===== src/rtl/rot_apb_pkg.sv =====
`default_nettype none
// ============================================================================
// Module      : rot_apb_pkg
// Description : Register map, field positions and mode encodings shared by
//               the rotate-engine APB register bank.
// Revision    : 1.0 - initial release
// ============================================================================
package rot_apb_pkg;

    localparam logic [4:0] OFF_SRC      = 5'h00;
    localparam logic [4:0] OFF_DST      = 5'h04;
    localparam logic [4:0] OFF_SIZE     = 5'h08;
    localparam logic [4:0] OFF_NEW_SIZE = 5'h0C;
    localparam logic [4:0] OFF_CFG      = 5'h10;
    localparam logic [4:0] OFF_CTRL     = 5'h14;
    localparam logic [4:0] OFF_STATUS   = 5'h18;
    localparam logic [4:0] OFF_RSVD     = 5'h1C;

    localparam int CH_STRIDE       = 32'h20;

    localparam int CFG_DIR_BIT     = 2;
    localparam int CTRL_MASK_BIT   = 2;
    localparam int CTRL_RESET_BIT  = 1;
    localparam int CTRL_START_BIT  = 0;
    localparam int STATUS_DONE_BIT = 1;
    localparam int STATUS_BUSY_BIT = 0;

    typedef enum logic [1:0] {
        MODE_90   = 2'd0,
        MODE_180  = 2'd1,
        MODE_270  = 2'd2,
        MODE_FLIP = 2'd3
    } rot_mode_e;

    // Byte-lane merge of write data into an existing register value.
    function automatic logic [31:0] strb_merge(input logic [31:0] old_val,
                                               input logic [31:0] wdata,
                                               input logic [3:0]  strb);
        logic [31:0] res;
        res = old_val;
        for (int b = 0; b < 4; b++) begin
            if (strb[b]) res[8*b +: 8] = wdata[8*b +: 8];
        end
        return res;
    endfunction

endpackage
`default_nettype wire


===== src/rtl/rot_apb_chan_regs.sv =====
`default_nettype none
// ============================================================================
// Module      : rot_apb_chan_regs
// Description : One rotate channel: config registers, busy lock, start/reset
//               pulses and the sticky done flag.
// Revision    : 1.0 - initial release
// ============================================================================
module rot_apb_chan_regs
    import rot_apb_pkg::*;
(
    input  logic        clk,
    input  logic        rst,
    input  logic        i_wr,
    input  logic        i_write,
    input  logic [2:0]  i_off,
    input  logic [31:0] i_wdata,
    input  logic [3:0]  i_strb,
    input  logic        i_busy,
    input  logic        i_done,
    input  logic [15:0] i_new_h,
    input  logic [15:0] i_new_w,
    output logic [31:0] o_rdata,
    output logic        o_err,
    output logic [31:0] o_src,
    output logic [31:0] o_dst,
    output logic [15:0] o_h,
    output logic [15:0] o_w,
    output logic [1:0]  o_mode,
    output logic        o_dir,
    output logic        o_start,
    output logic        o_reset,
    output logic        o_done,
    output logic        o_mask
);

    logic [31:0] r_src_q;
    logic [31:0] r_dst_q;
    logic [31:0] r_size_q;
    rot_mode_e   r_mode_q;
    logic        r_dir_q;
    logic        r_mask_q;
    logic        r_done_q;
    logic        r_start_q;
    logic        r_reset_q;

    logic [4:0]  w_off;
    logic        w_ctrl_wr;
    logic        w_start_d;
    logic        w_reset_d;
    logic        w_done_clr;
    logic        w_cfg_reg;

    assign w_off      = {i_off, 2'b00};
    assign w_ctrl_wr  = i_wr & (w_off == OFF_CTRL) & i_strb[0];
    // Reset has priority: a combined start+reset write only resets.
    assign w_start_d  = w_ctrl_wr & i_wdata[CTRL_START_BIT] & ~i_wdata[CTRL_RESET_BIT];
    assign w_reset_d  = w_ctrl_wr & i_wdata[CTRL_RESET_BIT];
    assign w_done_clr = w_reset_d |
                        (i_wr & (w_off == OFF_STATUS) & i_strb[0] & i_wdata[STATUS_DONE_BIT]);
    assign w_cfg_reg  = (w_off == OFF_SRC) | (w_off == OFF_DST) |
                        (w_off == OFF_SIZE) | (w_off == OFF_CFG);

    always_comb begin
        o_err = 1'b0;
        if (w_off == OFF_RSVD)                             o_err = 1'b1;
        if (i_write && (w_off == OFF_NEW_SIZE))            o_err = 1'b1;
        if (i_write && i_busy && w_cfg_reg)                o_err = 1'b1;
        if (i_write && i_busy && (w_off == OFF_CTRL) && i_strb[0] &&
            i_wdata[CTRL_START_BIT] && !i_wdata[CTRL_RESET_BIT]) o_err = 1'b1;
    end

    always_ff @(posedge clk) begin
        if (rst) begin
            r_src_q   <= '0;
            r_dst_q   <= '0;
            r_size_q  <= '0;
            r_mode_q  <= MODE_90;
            r_dir_q   <= 1'b0;
            r_mask_q  <= 1'b0;
            r_done_q  <= 1'b0;
            r_start_q <= 1'b0;
            r_reset_q <= 1'b0;
        end else begin
            r_start_q <= w_start_d;
            r_reset_q <= w_reset_d;
            // A core done in the same cycle as a clear keeps the flag set.
            if (i_done)          r_done_q <= 1'b1;
            else if (w_done_clr) r_done_q <= 1'b0;
            if (i_wr) begin
                case (w_off)
                    OFF_SRC:  r_src_q  <= strb_merge(r_src_q,  i_wdata, i_strb);
                    OFF_DST:  r_dst_q  <= strb_merge(r_dst_q,  i_wdata, i_strb);
                    OFF_SIZE: r_size_q <= strb_merge(r_size_q, i_wdata, i_strb);
                    OFF_CFG: begin
                        if (i_strb[0]) begin
                            r_dir_q  <= i_wdata[CFG_DIR_BIT];
                            r_mode_q <= rot_mode_e'(i_wdata[1:0]);
                        end
                    end
                    OFF_CTRL: begin
                        if (i_strb[0]) r_mask_q <= i_wdata[CTRL_MASK_BIT];
                    end
                    default: ;
                endcase
            end
        end
    end

    always_comb begin
        o_rdata = '0;
        case (w_off)
            OFF_SRC:      o_rdata = r_src_q;
            OFF_DST:      o_rdata = r_dst_q;
            OFF_SIZE:     o_rdata = r_size_q;
            OFF_NEW_SIZE: o_rdata = {i_new_h, i_new_w};
            OFF_CFG:      o_rdata = {29'd0, r_dir_q, r_mode_q};
            OFF_CTRL:     o_rdata = {29'd0, r_mask_q, 2'b00};
            OFF_STATUS:   o_rdata = {30'd0, r_done_q, i_busy};
            default:      o_rdata = '0;
        endcase
    end

    assign o_src   = r_src_q;
    assign o_dst   = r_dst_q;
    assign o_h     = r_size_q[31:16];
    assign o_w     = r_size_q[15:0];
    assign o_mode  = r_mode_q;
    assign o_dir   = r_dir_q;
    assign o_start = r_start_q;
    assign o_reset = r_reset_q;
    assign o_done  = r_done_q;
    assign o_mask  = r_mask_q;

endmodule
`default_nettype wire


===== src/rtl/rot_apb_regbank.sv =====
`default_nettype none
// ============================================================================
// Module      : rot_apb_regbank
// Description : APB3 register slave for NUM_CH rotate channels with wait
//               states, byte strobes, PSLVERR and a masked interrupt.
// Revision    : 1.0 - initial release
// ============================================================================
module rot_apb_regbank
    import rot_apb_pkg::*;
#(
    parameter int NUM_CH      = 2,
    parameter int ADDR_W      = 12,
    parameter int WAIT_STATES = 0
) (
    input  logic                 I_PCLK,
    input  logic                 I_PRESET,
    input  logic                 I_PSEL,
    input  logic                 I_PENABLE,
    input  logic                 I_PWRITE,
    input  logic [ADDR_W-1:0]    I_PADDR,
    input  logic [31:0]          I_PWDATA,
    input  logic [3:0]           I_PSTRB,
    output logic [31:0]          O_PRDATA,
    output logic                 O_PREADY,
    output logic                 O_PSLVERR,
    input  logic [NUM_CH-1:0]    I_CORE_BUSY,
    input  logic [NUM_CH-1:0]    I_CORE_DONE,
    input  logic [NUM_CH*16-1:0] I_ROT_IMG_NEW_H,
    input  logic [NUM_CH*16-1:0] I_ROT_IMG_NEW_W,
    output logic [NUM_CH*32-1:0] O_DMA_SRC_IMG,
    output logic [NUM_CH*32-1:0] O_DMA_DST_IMG,
    output logic [NUM_CH*16-1:0] O_ROT_IMG_H,
    output logic [NUM_CH*16-1:0] O_ROT_IMG_W,
    output logic [NUM_CH*2-1:0]  O_ROT_IMG_MODE,
    output logic [NUM_CH-1:0]    O_ROT_IMG_DIR,
    output logic [NUM_CH-1:0]    O_CTRL_START,
    output logic [NUM_CH-1:0]    O_CTRL_RESET,
    output logic                 O_INTR
);

    localparam int c_CH_W = ADDR_W - 5;

    logic [1:0]        r_wcnt_q;
    logic [1:0]        w_wcnt_d;
    logic              r_intr_q;
    logic              w_access;
    logic              w_ready;
    logic              w_ch_ok;
    logic              w_err;
    logic              w_sel_err;
    logic [31:0]       w_sel_rdata;
    logic              w_commit;
    logic [c_CH_W-1:0] w_ch;
    logic [2:0]        w_off;
    logic [31:0]       w_chan_rdata [NUM_CH];
    logic [NUM_CH-1:0] w_chan_err;
    logic [NUM_CH-1:0] w_done;
    logic [NUM_CH-1:0] w_mask;
    logic [1:0]        w_unused;

    assign w_access = I_PSEL & I_PENABLE;
    // Reset in flight forces PREADY low so an aborted write never commits.
    assign w_ready  = w_access & (r_wcnt_q == 2'(WAIT_STATES)) & ~I_PRESET;
    assign w_ch     = I_PADDR[ADDR_W-1:5];
    assign w_off    = I_PADDR[4:2];
    assign w_unused = I_PADDR[1:0];

    always_comb begin
        w_wcnt_d = r_wcnt_q;
        if (!w_access || w_ready)            w_wcnt_d = 2'd0;
        else if (r_wcnt_q < 2'(WAIT_STATES)) w_wcnt_d = r_wcnt_q + 2'd1;
    end

    always_ff @(posedge I_PCLK) begin
        if (I_PRESET) begin
            r_wcnt_q <= 2'd0;
            r_intr_q <= 1'b0;
        end else begin
            r_wcnt_q <= w_wcnt_d;
            r_intr_q <= |(w_done & ~w_mask);
        end
    end

    always_comb begin
        w_ch_ok     = 1'b0;
        w_sel_err   = 1'b0;
        w_sel_rdata = '0;
        for (int i = 0; i < NUM_CH; i++) begin
            if (w_ch == c_CH_W'(i)) begin
                w_ch_ok     = 1'b1;
                w_sel_err   = w_chan_err[i];
                w_sel_rdata = w_chan_rdata[i];
            end
        end
    end

    assign w_err     = ~w_ch_ok | w_sel_err;
    assign w_commit  = w_ready & I_PWRITE & ~w_err;
    assign O_PREADY  = w_ready;
    assign O_PSLVERR = w_ready & w_err;
    assign O_PRDATA  = (w_ready & ~w_err & ~I_PWRITE) ? w_sel_rdata : 32'd0;
    assign O_INTR    = r_intr_q;

    generate
        for (genvar g = 0; g < NUM_CH; g++) begin : g_ch
            rot_apb_chan_regs u_chan (
                .clk     (I_PCLK),
                .rst     (I_PRESET),
                .i_wr    (w_commit & (w_ch == c_CH_W'(g))),
                .i_write (I_PWRITE),
                .i_off   (w_off),
                .i_wdata (I_PWDATA),
                .i_strb  (I_PSTRB),
                .i_busy  (I_CORE_BUSY[g]),
                .i_done  (I_CORE_DONE[g]),
                .i_new_h (I_ROT_IMG_NEW_H[16*g +: 16]),
                .i_new_w (I_ROT_IMG_NEW_W[16*g +: 16]),
                .o_rdata (w_chan_rdata[g]),
                .o_err   (w_chan_err[g]),
                .o_src   (O_DMA_SRC_IMG[32*g +: 32]),
                .o_dst   (O_DMA_DST_IMG[32*g +: 32]),
                .o_h     (O_ROT_IMG_H[16*g +: 16]),
                .o_w     (O_ROT_IMG_W[16*g +: 16]),
                .o_mode  (O_ROT_IMG_MODE[2*g +: 2]),
                .o_dir   (O_ROT_IMG_DIR[g]),
                .o_start (O_CTRL_START[g]),
                .o_reset (O_CTRL_RESET[g]),
                .o_done  (w_done[g]),
                .o_mask  (w_mask[g])
            );
        end
    endgenerate

endmodule
`default_nettype wire

===== config.mk =====
export PLATFORM = sky130hd
export DESIGN_NAME = rot_apb_regbank
export DESIGN_NICKNAME = d
export VERILOG_FILES = /design/src/rtl/rot_apb_pkg.sv /design/src/rtl/rot_apb_chan_regs.sv /design/src/rtl/rot_apb_regbank.sv
export SDC_FILE = /design/constraint.sdc
export NUM_CORES = 1
export LEC_CHECK = 0
export CELL_PAD_IN_SITES_DETAIL_PLACEMENT = 1
export CELL_PAD_IN_SITES_GLOBAL_PLACEMENT = 1
export CORE_AREA = 5 5 180 182
export CTS_CLUSTER_SIZE = 40
export DETAILED_ROUTE_END_ITERATION = 10
export DIE_AREA = 0 0 185 187
export GPL_TIMING_DRIVEN = 0
export PLACE_DENSITY_LB_ADDON = 0.1
export SLEW_MARGIN = 20
export SYNTH_ARGS = -nofsm -noshare
export SYNTH_HDL_FRONTEND = slang
export SYNTH_SLANG_ARGS = --single-unit

===== constraint.sdc =====
create_clock -name I_PCLK -period 2.68 [get_ports I_PCLK]
set_input_delay 0.268 -clock I_PCLK [delete_from_list [all_inputs] [get_ports I_PCLK]]
set_output_delay 0.268 -clock I_PCLK [all_outputs]
set_load 0.005 [all_outputs]

# After elaboration in Yosys (flattened, before gate mapping)
# Cells that the tools add are included.
# totals
regBits	209
input_bits	121
elab_cells	157
# classes
addsub	1
n_lt_le_gt_ge	1
n_eq_ne	8
mux	19
n_bitwise	39
n_reduce_logical	51
# op_table
cell	n
32-bit one-hot mux with 7 select lines	2
32-bit 2-to-1 mux	3
3-bit AND reduction	28
1-bit AND	26
1-bit 2-to-1 mux	14
1-bit logical AND	13
3-bit equality test, second input constant	4
7-bit by 1-bit equality test with 1-bit output, second input constant	1
7-bit logical NOT	1
3-bit by 2-bit equality test with 1-bit output, second input constant	2
1-bit OR	6
5-bit logical NOT	1
1-bit inverter	5
2-bit nonzero test	2
2-bit OR reduction	2
3-bit by 1-bit equality test with 1-bit output, second input constant	1
2-bit by 1-bit adder with 2-bit output, second input constant	1
2-bit AND	1
1-bit logical NOT	2
2-bit logical NOT	1
2-bit by 1-bit less-than comparator with 1-bit output, second input constant	1
2-bit inverter	1
1-bit logical OR	1

# Depth between registers and ports, before layout
# Gate-level depths: netlist (run 1).
# logic_depth
depth_word	19
mapped_depth	7

# Hierarchy
# Synthesis (run 1) repeated with hierarchy kept, for this count alone.
# unflattened
cells_unflattened	1172
hier_area_um2	11149.4
# modules_own_cells
mod	instances	cells_each	area_each_um2	seq_area_each_um2
rot_apb_chan_regs at g_ch[0].u_chan	1	519	5343.9	2062.0
rot_apb_chan_regs at g_ch[1].u_chan	1	567	5081.1	2062.0
rot_apb_regbank	1	86	724.4	20.0

# Least setup slack after synthesis (run 1)
# No wires, ideal clock.
# synth_timing
path_kind	input port to output port
startpoint	input I_PADDR[10]
endpoint	output O_PRDATA[31]
arrival_ns	1.991
t_required_ns	2.412
path_slack_ns	0.421
stages	7
path_buffers	3
path_cell_list	or4_1 -> buf_2 -> or2_1 -> or4_1 -> buf_2 -> buf_6 -> nor2_1
# synth_via
elab_chain_cells	9
# synth_rtl
item	line_no	source
from (decl)	rot_apb_regbank.sv:20	input logic [ADDR_W-1:0] I_PADDR,
7-bit logical NOT	rot_apb_regbank.sv:89	if (w_ch == c_CH_W'(i)) begin
1-bit 2-to-1 mux (2 in a row)	rot_apb_regbank.sv:89	
1-bit inverter	rot_apb_regbank.sv:97	assign w_err = ~w_ch_ok | w_sel_err;
1-bit OR	rot_apb_regbank.sv:97	
1-bit inverter	rot_apb_regbank.sv:101	assign O_PRDATA = (w_ready & ~w_err & ~I_PWRITE) ? w_sel_rdata : 32'd0;
1-bit AND (2 in a row)	rot_apb_regbank.sv:101	
32-bit 2-to-1 mux *	rot_apb_regbank.sv:101	
to (decl)	rot_apb_regbank.sv:23	output logic [31:0] O_PRDATA,
# Every way passes the cells marked *; elsewhere a longest branch is shown, timed or not.

# Final worst setup path (run 1)
# layout_timing
startpoint	input I_PADDR[3]
endpoint	output O_PRDATA[31]
# layout_via
elab_chain_cells	14
# layout_rtl
item	line_no	source
3-bit by 1-bit equality test with 1-bit output or 5-bit logical NOT (tied branches)	rot_apb_chan_regs.sv:60, rot_apb_chan_regs.sv:111	
1-bit OR (2 in a row)	rot_apb_chan_regs.sv:60	assign w_cfg_reg = (w_off == OFF_SRC) | (w_off == OFF_DST) |
1-bit OR	rot_apb_chan_regs.sv:61	(w_off == OFF_SIZE) | (w_off == OFF_CFG);
1-bit logical AND	rot_apb_chan_regs.sv:67	if (i_write && i_busy && w_cfg_reg) o_err = 1'b1;
1-bit 2-to-1 mux	rot_apb_chan_regs.sv:67	
1-bit 2-to-1 mux	rot_apb_chan_regs.sv:68	if (i_write && i_busy && (w_off == OFF_CTRL) && i_strb[0] &&
1-bit 2-to-1 mux (2 in a row)	rot_apb_regbank.sv:89	
1-bit OR	rot_apb_regbank.sv:97	
1-bit inverter	rot_apb_regbank.sv:101	
1-bit AND (2 in a row)	rot_apb_regbank.sv:101	
32-bit 2-to-1 mux *	rot_apb_regbank.sv:101	
# Marks and branches as above.

==> impl_metrics.env, run 1 <==
export IMPL_nFillCells=3291
export IMPL_fin_util_pct=51.3
export IMPL_synth_simple_area_share_pct=20.0
export IMPL_hold_viol_final=0
export IMPL_die_area_um2=34600
export IMPL_whs_ns=0.407
export IMPL_cts_root_buf="clkbuf_16"
export IMPL_yosysTopAreaCell="dfxtp_1"
export IMPL_cts_reportedPaths_clkPinSlew_ns=0.06
export IMPL_dp_cells=1709
export IMPL_reg2reg_slack_ns=1.92
export IMPL_slew_viol_final=0
export IMPL_cap_viol_max_count=0
export IMPL_grt_pass1_wl_um=67600
export IMPL_p_leak_nw=6.43
export IMPL_route_detailed_drc=0
export IMPL_cts_buffers=24
export IMPL_crit_cells=8
export IMPL_numPortBuffers=354
export IMPL_synthXorXnorAreaFrac_pct=0
export IMPL_synth_area_top_cells="dfxtp_1, mux2i_1, nand2b_1"
export IMPL_worstPathRequired_ns=2.41
export IMPL_layout_nets=1467
export IMPL_avgSynthCellArea_um2=11.0
export IMPL_grt_ovfl_total=0
export IMPL_ant_nets=0
export IMPL_hold_class="primary input to flop"
export IMPL_power_density_nw_per_um2=447
export IMPL_ir_drop_v=0.000343
export IMPL_drtIter0Drc=465
export IMPL_synth_top_family_by_area="multiplexers"
export IMPL_grt_pass1_vias=10100
export IMPL_core_um2=30400
export IMPL_clk_latency_ns=0.51
export IMPL_tns_ns=0
export IMPL_htreeDepth=1
export IMPL_muxShareOfSynthArea_pct=33.1
export IMPL_final_cells=1760
export IMPL_syn_to_final_growth_pct=48.7
export IMPL_hpwl_um=33900
export IMPL_crit_end="O_PRDATA[31]"
export IMPL_crit_slowest_cell="clkdlybuf4s50_1"
export IMPL_run_status="completed"
export IMPL_wl_per_cell_um=26.3
export IMPL_synth_distinct_cells=46
export IMPL_worstSetupStartpoint="I_PADDR[3]"
export IMPL_ys_seq_area_share_pct=39.5
export IMPL_cpPeakStageDelay_ns=0.55
export IMPL_max_clock_path_buffers=3
export IMPL_start_kind="primary input"
export IMPL_syn_inst=959
export IMPL_relSlewSlack_pct=40.5
export IMPL_die_w_um=185
export IMPL_rr_startpoint="g_ch[0].u_chan.o_mask"
export IMPL_clock_sinks=207
export IMPL_setup_slack_ns=0.0377
export IMPL_endpoint_kind="output port"
export IMPL_drive_above_1_share_pct=15.5
export IMPL_totalWireLength_um=46300
export IMPL_rsz0062_at_grt="yes"
export IMPL_ys_dominant_reg_cell="dfxtp_1"
export IMPL_netlist_area_um2=10500
export IMPL_die_y_um=187
export IMPL_path_buf_inv=5
export IMPL_synth_adder_area_share_pct=0
export IMPL_ys_async_sr_fraction_pct=0
export IMPL_max_slew_worst_pin_slew_ns=0.885
export IMPL_r2r_end="O_INTR"
export IMPL_setup_viol=0
export IMPL_globalplace_congestion=0.824
export IMPL_design_area_um2=15600
export IMPL_antenna_found_initial=2
export IMPL_clock_skew_ns=0.00534
export IMPL_viasPerCell=5.26
export IMPL_vias=9252
export IMPL_cts_tree="yes"
export IMPL_yosys_area_top_type_share_pct=39.5
export IMPL_cp_common_cell="buf_8"
export IMPL_dpl_cell_area_um2=14500
export IMPL_arrival_ns=2.37
export IMPL_pin_count=358
export IMPL_period_share_pct=98.6
export IMPL_cp_top_family="buffers and inverters"
export IMPL_worst_path_max_fanout=10
export IMPL_worst_setup_path_type="primary input to output port"
export IMPL_crit_chain="clkdlybuf4s50_1 -> buf_8 -> buf_8 -> clkbuf_16 -> mux4_2 -> a22oi_2 -> nor2_4 -> clkdlybuf4s15_2"
export IMPL_syn_nets=1080
export IMPL_num_rows=64
export IMPL_dr_pass1_iters=5
export IMPL_worstRegToRegCells=2
export IMPL_fin_crit_ns=2.64
export IMPL_synth_compound_area_share_pct=3.96
export IMPL_grt_usage_pct=25.9
export IMPL_grt_max_degree=14
export IMPL_p_total_mw=6.98
export IMPL_synth_ff_latch_count=207
export IMPL_fmax_mhz=378
export IMPL_start_util_pct=34.5
export IMPL_synth_edf_count=0
export IMPL_place_ws_ns=-1.62
export IMPL_yosys_warnings=0
[logic make-up (layout without fill, tap and decap cells)]
family	after synthesis	after routing
multiplexers	272	272
other	0	2
AND/OR/NAND/NOR	343	343
buffers and inverters	79	482
AO/OA/AOI/OAI	58	58
flip-flops	207	207
[state kept, by name (all words and copies together), names as in the netlist]
signal	count
g_ch.u_chan.o_start	2
g_ch.u_chan.o_dst	64
g_ch.u_chan.o_src	64
g_ch.u_chan.o_done	2
g_ch.u_chan.r_size_q	64
g_ch.u_chan.o_mask	2
g_ch.u_chan.o_mode	4
g_ch.u_chan.o_reset	2
O_INTR	1
g_ch.u_chan.o_dir	2
[placed cells by master, fill, tap and decap left out, types with 6 or more instances in the layout]
cell type,Yosys,routed
clkbuf_2,0,17
mux2i_1,207,207
clkdlybuf4s15_1,0,7
buf_4,7,19
clkbuf_16,0,26
nor2_4,0,11
nor4_1,8,7
dfxtp_1,207,207
clkbuf_8,0,6
o21ai_0,9,9
clkbuf_1,43,34
buf_6,3,13
mux4_2,60,60
nand2b_1,235,235
clkdlybuf4s50_1,0,317
nor2_1,37,23
nand2_1,24,24
buf_2,12,14
a22oi_1,29,27
[tightest hold or removal path, stage by stage]
cell and delay, ns:
clkdlybuf4s50_1 0.43, inv_1 0.07, a41oi_1 0.09
[metal layers]
metal,GRT usage [%],wire length [um],up-vias
li1,-,-,4198
met1,33.6,19500,4668
met2,44.0,22600,334
met3,5.58,3200,52
met4,5.90,1050,0
met5,0,0,-
[report_power, final]
| part | leakage [nW] | total [mW] | switching, mW | internal, mW |
|---|---|---|---|---|
| clock | 0.379 | 3.22 | 1.33 | 1.89 |
| sequential | 1.67 | 3.08 | 0.00200 | 3.08 |
| combinational | 4.39 | 0.676 | 0.336 | 0.340 |
[layout make-up]
type | instances | area [um2] | area share [%]
Multi-Input combinational cell | 673 | 6120 | 39.2
Clock buffer | 34 | 689 | 4.41
Tap cell | 396 | 495 | 3.17
Timing Repair Buffer | 364 | 3560 | 22.8
Antenna cell | 2 | 5.00 | 0.0320
Inverter | 4 | 15.0 | 0.0961
Clock inverter | 8 | 72.6 | 0.465
Sequential cell | 207 | 4140 | 26.5
Buffer | 72 | 518 | 3.32
[Yosys cell counts, drive strengths merged (3+ instances only)]
library cell / count
nand2: 24
nor3: 3
nand4b: 5
inv: 4
nand4: 3
and2: 4
a22oi: 29
o21ai: 9
dfxtp: 207
mux2: 5
clkbuf: 43
nor2: 37
or4bb: 4
nor4: 14
mux2i: 207
a21oi: 6
buf: 32
a211o: 3
or4: 3
nand2b: 235
mux4: 60
[what timing repair did]
item | in CTS | in global routing
endpoints found under the setup margin | 83 | 46
setup buffers | 8 | 1
pin swaps | 7 | 6
gates cloned | 1 | 0
endpoints found under the hold margin | 0 | 0
gates resized for setup | 181 | 44
hold buffers | 0 | 0
[how the worst min path moves through the flow]
stage                                 from                          end  slack [ns]  depth (start not counted)
6_report                    I_CORE_DONE[1]        g_ch[1].u_chan.o_done        0.41                          3
5_1_grt                     I_CORE_DONE[0]        g_ch[0].u_chan.o_done        0.43                          3
4_1_cts                     I_CORE_DONE[1]        g_ch[1].u_chan.o_done        0.38                          3
3_5_place_dp      g_ch[1].u_chan.o_dst[16]     g_ch[1].u_chan.o_dst[16]        0.48                          2
3_3_place_gp   g_ch[0].u_chan.r_size_q[17]  g_ch[0].u_chan.r_size_q[17]        0.47                          2
2_1_floorplan                  I_PWDATA[1]        g_ch[1].u_chan.o_done        0.39                          1
No activity file was read; power rests on OpenSTA's default activity.
==> inputs of run 2 (changes only) <==
--- a/config.mk
+++ b/config.mk
@@ -13,6 +13,7 @@
 export DIE_AREA = 0 0 185 187
 export GPL_TIMING_DRIVEN = 0
 export PLACE_DENSITY_LB_ADDON = 0.1
+export SETUP_SLACK_MARGIN = 0.2
 export SLEW_MARGIN = 20
 export SYNTH_ARGS = -nofsm -noshare
 export SYNTH_HDL_FRONTEND = slang
==> run 2 against run 1 <==
  * Core utilization up 1.7 points
  * Setup slack gained 0.015 ns
  * Clock power about the same
  * Sequential power barely moved
  * Count of clock-buffer cells in the layout did not move
  * Register-to-register slack barely moved
  * First-iteration DRC count decreased by 11%
  * Clock skew is 0.0027 ns higher
  * Fmax is 0.58% higher
  * Wire length is 2.5% higher
==> impl_metrics.env, run 2 (synthesized netlist as in run 1, its figures left out) <==
export IMPL_endpoint_kind="output port"
export IMPL_dr_pass1_iters=5
export IMPL_rsz0062_at_grt="yes"
export IMPL_wl_per_cell_um=26.7
export IMPL_grt_use_met1_pct=34.2
export IMPL_max_clock_path_buffers=3
export IMPL_relSlewSlack_pct=44.7
export IMPL_mostFrequentLayoutCell="clkdlybuf4s50_1"
export IMPL_final_cell_mix="clkdlybuf4s50_1, nand2b_1, dfxtp_1, mux2i_1, mux4_2"
export IMPL_max_slew_worst_pin_slew_ns=0.830
export IMPL_tns_ns=0
export IMPL_power_density_nw_per_um2=434
export IMPL_dpl_cell_area_um2=14500
export IMPL_syn_to_final_growth_pct=53.8
export IMPL_grt_busiest_layer="met2"
export IMPL_setup_slack_ns=0.0530
export IMPL_rr_startpoint="g_ch[0].u_chan.o_mask"
export IMPL_ctsHoldBuffers=0
export IMPL_cts_tree="yes"
export IMPL_grt_pass1_vias=10300
export IMPL_die_area_um2=34600
export IMPL_ant_nets=0
export IMPL_worstPathRequired_ns=2.41
export IMPL_start_util_pct=34.5
export IMPL_nFillCells=3246
export IMPL_whs_path_depth=5
export IMPL_route_detailed_drc=0
export IMPL_met3_usage_pct=6.13
export IMPL_viasPerCell=5.28
export IMPL_hpwl_um=33900
export IMPL_antenna_found_initial=2
export IMPL_drtIter0Drc=412
export IMPL_grt_max_degree=14
export IMPL_layout_nets=1486
export IMPL_grtUsageMet2_pct=44.9
export IMPL_reg2reg_slack_ns=1.92
export IMPL_clock_skew_ns=0.00809
export IMPL_fmax_mhz=381
export IMPL_globalplace_congestion=0.824
export IMPL_holdPathEnd="g_ch[1].u_chan.o_reset"
export IMPL_run_status="completed"
export IMPL_core_um2=30400
export IMPL_die_w_um=185
export IMPL_drive_above_1_share_pct=19.7
export IMPL_cts_root_buf="clkbuf_16"
export IMPL_num_rows=64
export IMPL_worstRegToRegCells=2
export IMPL_cts_buffers=24
export IMPL_design_area_um2=16100
export IMPL_clk_latency_ns=0.52
export IMPL_start_kind="primary input"
export IMPL_worst_setup_path_type="primary input to output port"
export IMPL_final_cells=1781
export IMPL_worst_path_max_fanout=6
export IMPL_grt_usage_pct=26.5
export IMPL_p_leak_nw=6.68
export IMPL_dp_cells=1709
export IMPL_r2r_end="O_INTR"
export IMPL_clock_sinks=207
export IMPL_fin_crit_ns=2.63
export IMPL_place_ws_ns=-1.62
export IMPL_numPortBuffers=354
export IMPL_setup_viol=0
export IMPL_grt_pass1_wl_um=69100
export IMPL_ir_drop_v=0.000346
export IMPL_cap_viol_max_count=0
export IMPL_pin_count=358
export IMPL_p_total_mw=7.01
export IMPL_vias=9404
export IMPL_period_share_pct=98.0
export IMPL_hold_class="primary input to flop"
export IMPL_htreeDepth=1
export IMPL_die_y_um=187
export IMPL_min_from="I_PSTRB[0]"
export IMPL_cts_reportedPaths_clkPinSlew_ns=0.06
export IMPL_hold_viol_final=0
export IMPL_slew_viol_final=0
export IMPL_arrival_ns=2.36
export IMPL_grt_ovfl_total=0
export IMPL_totalWireLength_um=47500
run 2: how the worst max path moves through the flow:
stage | slack [ns] | startpoint | cells past startpoint | end
finish | 0.05 | I_PADDR[8] | 10 | O_PRDATA[16]
global route | 0.02 | I_PADDR[8] | 10 | O_PRDATA[16]
CTS | 0.05 | I_PADDR[8] | 10 | O_PRDATA[16]
detailed placement | -1.62 | I_PADDR[7] | 9 | O_PRDATA[25]
global placement | -1.56 | I_PADDR[7] | 9 | O_PRDATA[16]
floorplan | 0.42 | I_PADDR[10] | 7 | O_PRDATA[31]
run 2: report_power, final:
group          internal [mW]  switching (mW)  leakage, nW  total [mW]
sequential              3.08         0.00212         1.67        3.08
clock                   1.89            1.34        0.379        3.23
combinational          0.357           0.348         4.64       0.705
run 2: routing by layer:
metal	vias up	wire [um]
met1	4748	20000
met4	0	1190
li1	4256	-
met2	342	23000
met5	-	0
met3	58	3320
run 2: final cells by class:
type	instances	area (um2)	area share, %
well taps	396	495	3.07
multi-input cells	673	6290	39.0
plain buffers	75	653	4.04
diodes	4	10.0	0.0620
clock inverters	8	72.6	0.449
repair buffers	380	3770	23.3
flip-flops and latches	207	4140	25.7
clock buffers	34	689	4.27
inverters	4	18.8	0.116
run 2: repair_timing:
action,4_1_cts,5_1_grt
gates cloned,5,0
setup buffers,16,5
resized for setup,293,59
setup endpoints to repair,136,85
pin swaps,26,15
run 2: critical path: stages:
cell and delay (ns):
buf_6 0.09, or4_4 0.53, buf_6 0.14, or2_1 0.24, or4_4 0.43, buf_12 0.17, buf_8 0.14, buf_12 0.14
nor2_4 0.09, buf_2 0.12
run 2: through the flow:
stage,util [%],hold WS (ns)
6_report,53.1,0.399
5_1_grt,53.0,0.430
4_1_cts,52.3,0.380
3_5_place_dp,47.8,0.481
3_3_place_gp,47.8,0.473
2_1_floorplan,-,0.388
==> inputs of run 3 (changes only) <==
--- a/config.mk
+++ b/config.mk
@@ -7,11 +7,11 @@
 export LEC_CHECK = 0
 export CELL_PAD_IN_SITES_DETAIL_PLACEMENT = 1
 export CELL_PAD_IN_SITES_GLOBAL_PLACEMENT = 1
-export CORE_AREA = 5 5 180 182
+export CORE_AREA = 5 5 177 179
+export CTS_BUF_LIST = sky130_fd_sc_hd__clkbuf_2
 export CTS_CLUSTER_SIZE = 40
 export DETAILED_ROUTE_END_ITERATION = 10
-export DIE_AREA = 0 0 185 187
-export GPL_TIMING_DRIVEN = 0
+export DIE_AREA = 0 0 182 184
 export PLACE_DENSITY_LB_ADDON = 0.1
 export SETUP_SLACK_MARGIN = 0.2
 export SLEW_MARGIN = 20
==> run 3 against run 2 <==
  * Critical path depth shrank 1
  * Sequential share of layout area rose by 0.91 points
  * Hold slack got worse by 0.28 ns
  * Total power fell by 16%
  * Flip-flop and latch count is the same
  * Sequential power barely moved
  * Global-route usage shrank 3.7 points
  * Count of clock-buffer cells in the layout grew 52
  * Core utilization is essentially flat
  * Largest cell class unchanged
  * Highest routed layer unchanged
==> impl_metrics.env, run 3 (synthesized netlist as in run 1, its figures left out) <==
export IMPL_mostFrequentLayoutCell="clkdlybuf4s50_1"
export IMPL_syn_to_final_growth_pct=48.6
export IMPL_p_seq_share_pct=52.1
export IMPL_clock_power_share_pct=37.9
export IMPL_grt_ovfl_total=0
export IMPL_drtIter0Drc=445
export IMPL_crit_chain="buf_6 -> or4_4 -> or2_4 -> or4_4 -> buf_12 -> buf_12 -> buf_6 -> nor3_4 -> buf_2"
export IMPL_num_rows=63
export IMPL_die_area_um2=33500
export IMPL_crit_slowest_cell="or4_4"
export IMPL_dpl_cell_area_um2=14800
export IMPL_cpPeakStageDelay_ns=0.53
export IMPL_clock_skew_ns=0.0263
export IMPL_start_util_pct=35.7
export IMPL_max_clock_path_buffers=3
export IMPL_slew_viol_final=0
export IMPL_cts_root_buf="clkbuf_2"
export IMPL_pin_count=358
export IMPL_p_leak_nw=6.62
export IMPL_power_density_nw_per_um2=379
export IMPL_nFillCells=3189
export IMPL_worstPathRequired_ns=2.41
export IMPL_switching_share_pct=26.5
export IMPL_htreeDepth=2
export IMPL_numPortBuffers=355
export IMPL_cp_top_family="simple AND/OR/NAND/NOR gates"
export IMPL_whs_ns=0.123
export IMPL_ff_latch_area_um2=4150
export IMPL_reg2reg_slack_ns=1.97
export IMPL_final_cell_mix="clkdlybuf4s50_1, nand2b_1, mux2i_1, dfxtp_1, clkbuf_2"
export IMPL_hold_viol_final=0
export IMPL_worst_path_max_fanout=3
export IMPL_vias=9138
export IMPL_fin_crit_ns=2.55
export IMPL_run_status="completed"
export IMPL_wl_per_cell_um=21.8
export IMPL_cts_buffers=56
export IMPL_routed_top_layer="met4"
export IMPL_dp_cells=1687
export IMPL_die_y_um=184
export IMPL_viasPerCell=5.07
export IMPL_ant_nets=0
export IMPL_path_buf_inv=5
export IMPL_cts_reportedPaths_clkPinSlew_ns=0.08
export IMPL_worst_setup_path_type="primary input to output port"
export IMPL_totalWireLength_um=39200
export IMPL_p_int_mw=4.35
export IMPL_relSlewSlack_pct=37.2
export IMPL_design_area_um2=15600
export IMPL_clock_sinks=207
export IMPL_layout_nets=1491
export IMPL_cts_tree="yes"
export IMPL_route_detailed_drc=0
export IMPL_hold_class="primary input to flop"
export IMPL_dr_pass1_iters=5
export IMPL_final_cells=1801
export IMPL_grt_usage_pct=22.8
export IMPL_period_share_pct=95.2
export IMPL_p_total_mw=5.91
export IMPL_antenna_found_initial=2
export IMPL_fmax_mhz=392
export IMPL_wl_met1_um=16800
export IMPL_globalplace_congestion=0.770
export IMPL_multi_input_area_um2=6180
export IMPL_drive_above_1_share_pct=21.4
export IMPL_arrival_ns=2.28
export IMPL_wl_met3_um=2290
export IMPL_fin_util_pct=53.1
export IMPL_setup_viol=0
export IMPL_power_switching_mw=1.57
export IMPL_grt_max_degree=124
export IMPL_power_frac_comb_pct=10.0
export IMPL_die_w_um=182
export IMPL_hpwl_um=27600
export IMPL_endpoint_kind="output port"
export IMPL_max_slew_worst_pin_slew_ns=0.942
export IMPL_clk_latency_ns=0.79
export IMPL_cap_viol_max_count=0
export IMPL_core_um2=29400
export IMPL_ir_drop_v=0.000191
export IMPL_wl_met2_um=19500
export IMPL_start_kind="primary input"
export IMPL_grt_pass1_wl_um=60200
export IMPL_rsz0062_at_grt="yes"
export IMPL_grt_pass1_vias=10100
run 3: cell count changes in the layout (fill, tap and decap cells not counted), moves of 8 or more:
cell,previous run,this run
clkbuf_2,6,87
clkbuf_16,32,0
buf_4,19,50
clkbuf_1,31,0
buf_6,22,5
a22oi_1,18,29
a22oi_2,11,0
clkinv_1,0,10
buf_2,34,26
nor2_1,8,16
run 3: what timing repair did:
item | in CTS | in global routing
hold buffers | 0 | 1
resized for setup | 176 | 25
pin swaps | 20 | 5
cloned | 4 | 0
endpoints found under the hold margin | 0 | 1
setup endpoints to repair | 33 | 29
setup buffers | 9 | 1
run 3: power by group through the flow:
stage / clock network (mW) / logic, mW / registers, mW
3_5_place_dp: 0 / 0.592 / 3.15
2_1_floorplan: 0 / 0.304 / 3.15
4_1_cts: 2.35 / 0.595 / 3.08
6_report: 2.24 / 0.592 / 3.08
5_1_grt: 2.51 / 0.638 / 3.08
3_3_place_gp: 0 / 0.588 / 3.15
run 3: worst paths after layout:
check | from | end | cells past startpoint
setup / recovery | I_PADDR[8] | O_PRDATA[30] | 9
hold / removal | I_PADDR[5] | g_ch[0].u_chan.o_mask | 5
setup reg to reg | g_ch[1].u_chan.o_mask | g_ch[1].u_chan.o_mask | 2
hold reg to reg | g_ch[0].u_chan.o_done | O_INTR | 2
run 3: per-layer routing:
layer  GRT usage [%]  vias up
met5               0        -
met4            5.64        0
met3            4.97       41
met2            39.3      281
met1            29.2     4543
li1                -     4273
run 3: stage by stage:
step | setup TNS [ns] | setup slack (ns)
2_1_floorplan | 0 | 0.421
3_3_place_gp | -19.45 | -0.633
3_5_place_dp | -21.95 | -0.736
4_1_cts | 0 | 0.141
5_1_grt | 0 | 0.0886
6_report | 0 | 0.129
run 3: cell type report:
type,instances,share of cell area [%]
Clock inverter,11,0.433
Antenna cell,2,0.0321
Inverter,4,0.0962
Clock buffer,86,2.76
Timing Repair Buffer,428,27.4
Multi-Input combinational cell,673,39.6
Tap cell,390,3.13
Sequential cell,207,26.6
run 3: tightest hold or removal path, stage by stage:
cell,delay (ns)
dlymetal6s2s_1,0.14
inv_1,0.11
buf_4,0.18
nand4_1,0.09
a21oi_1,0.06
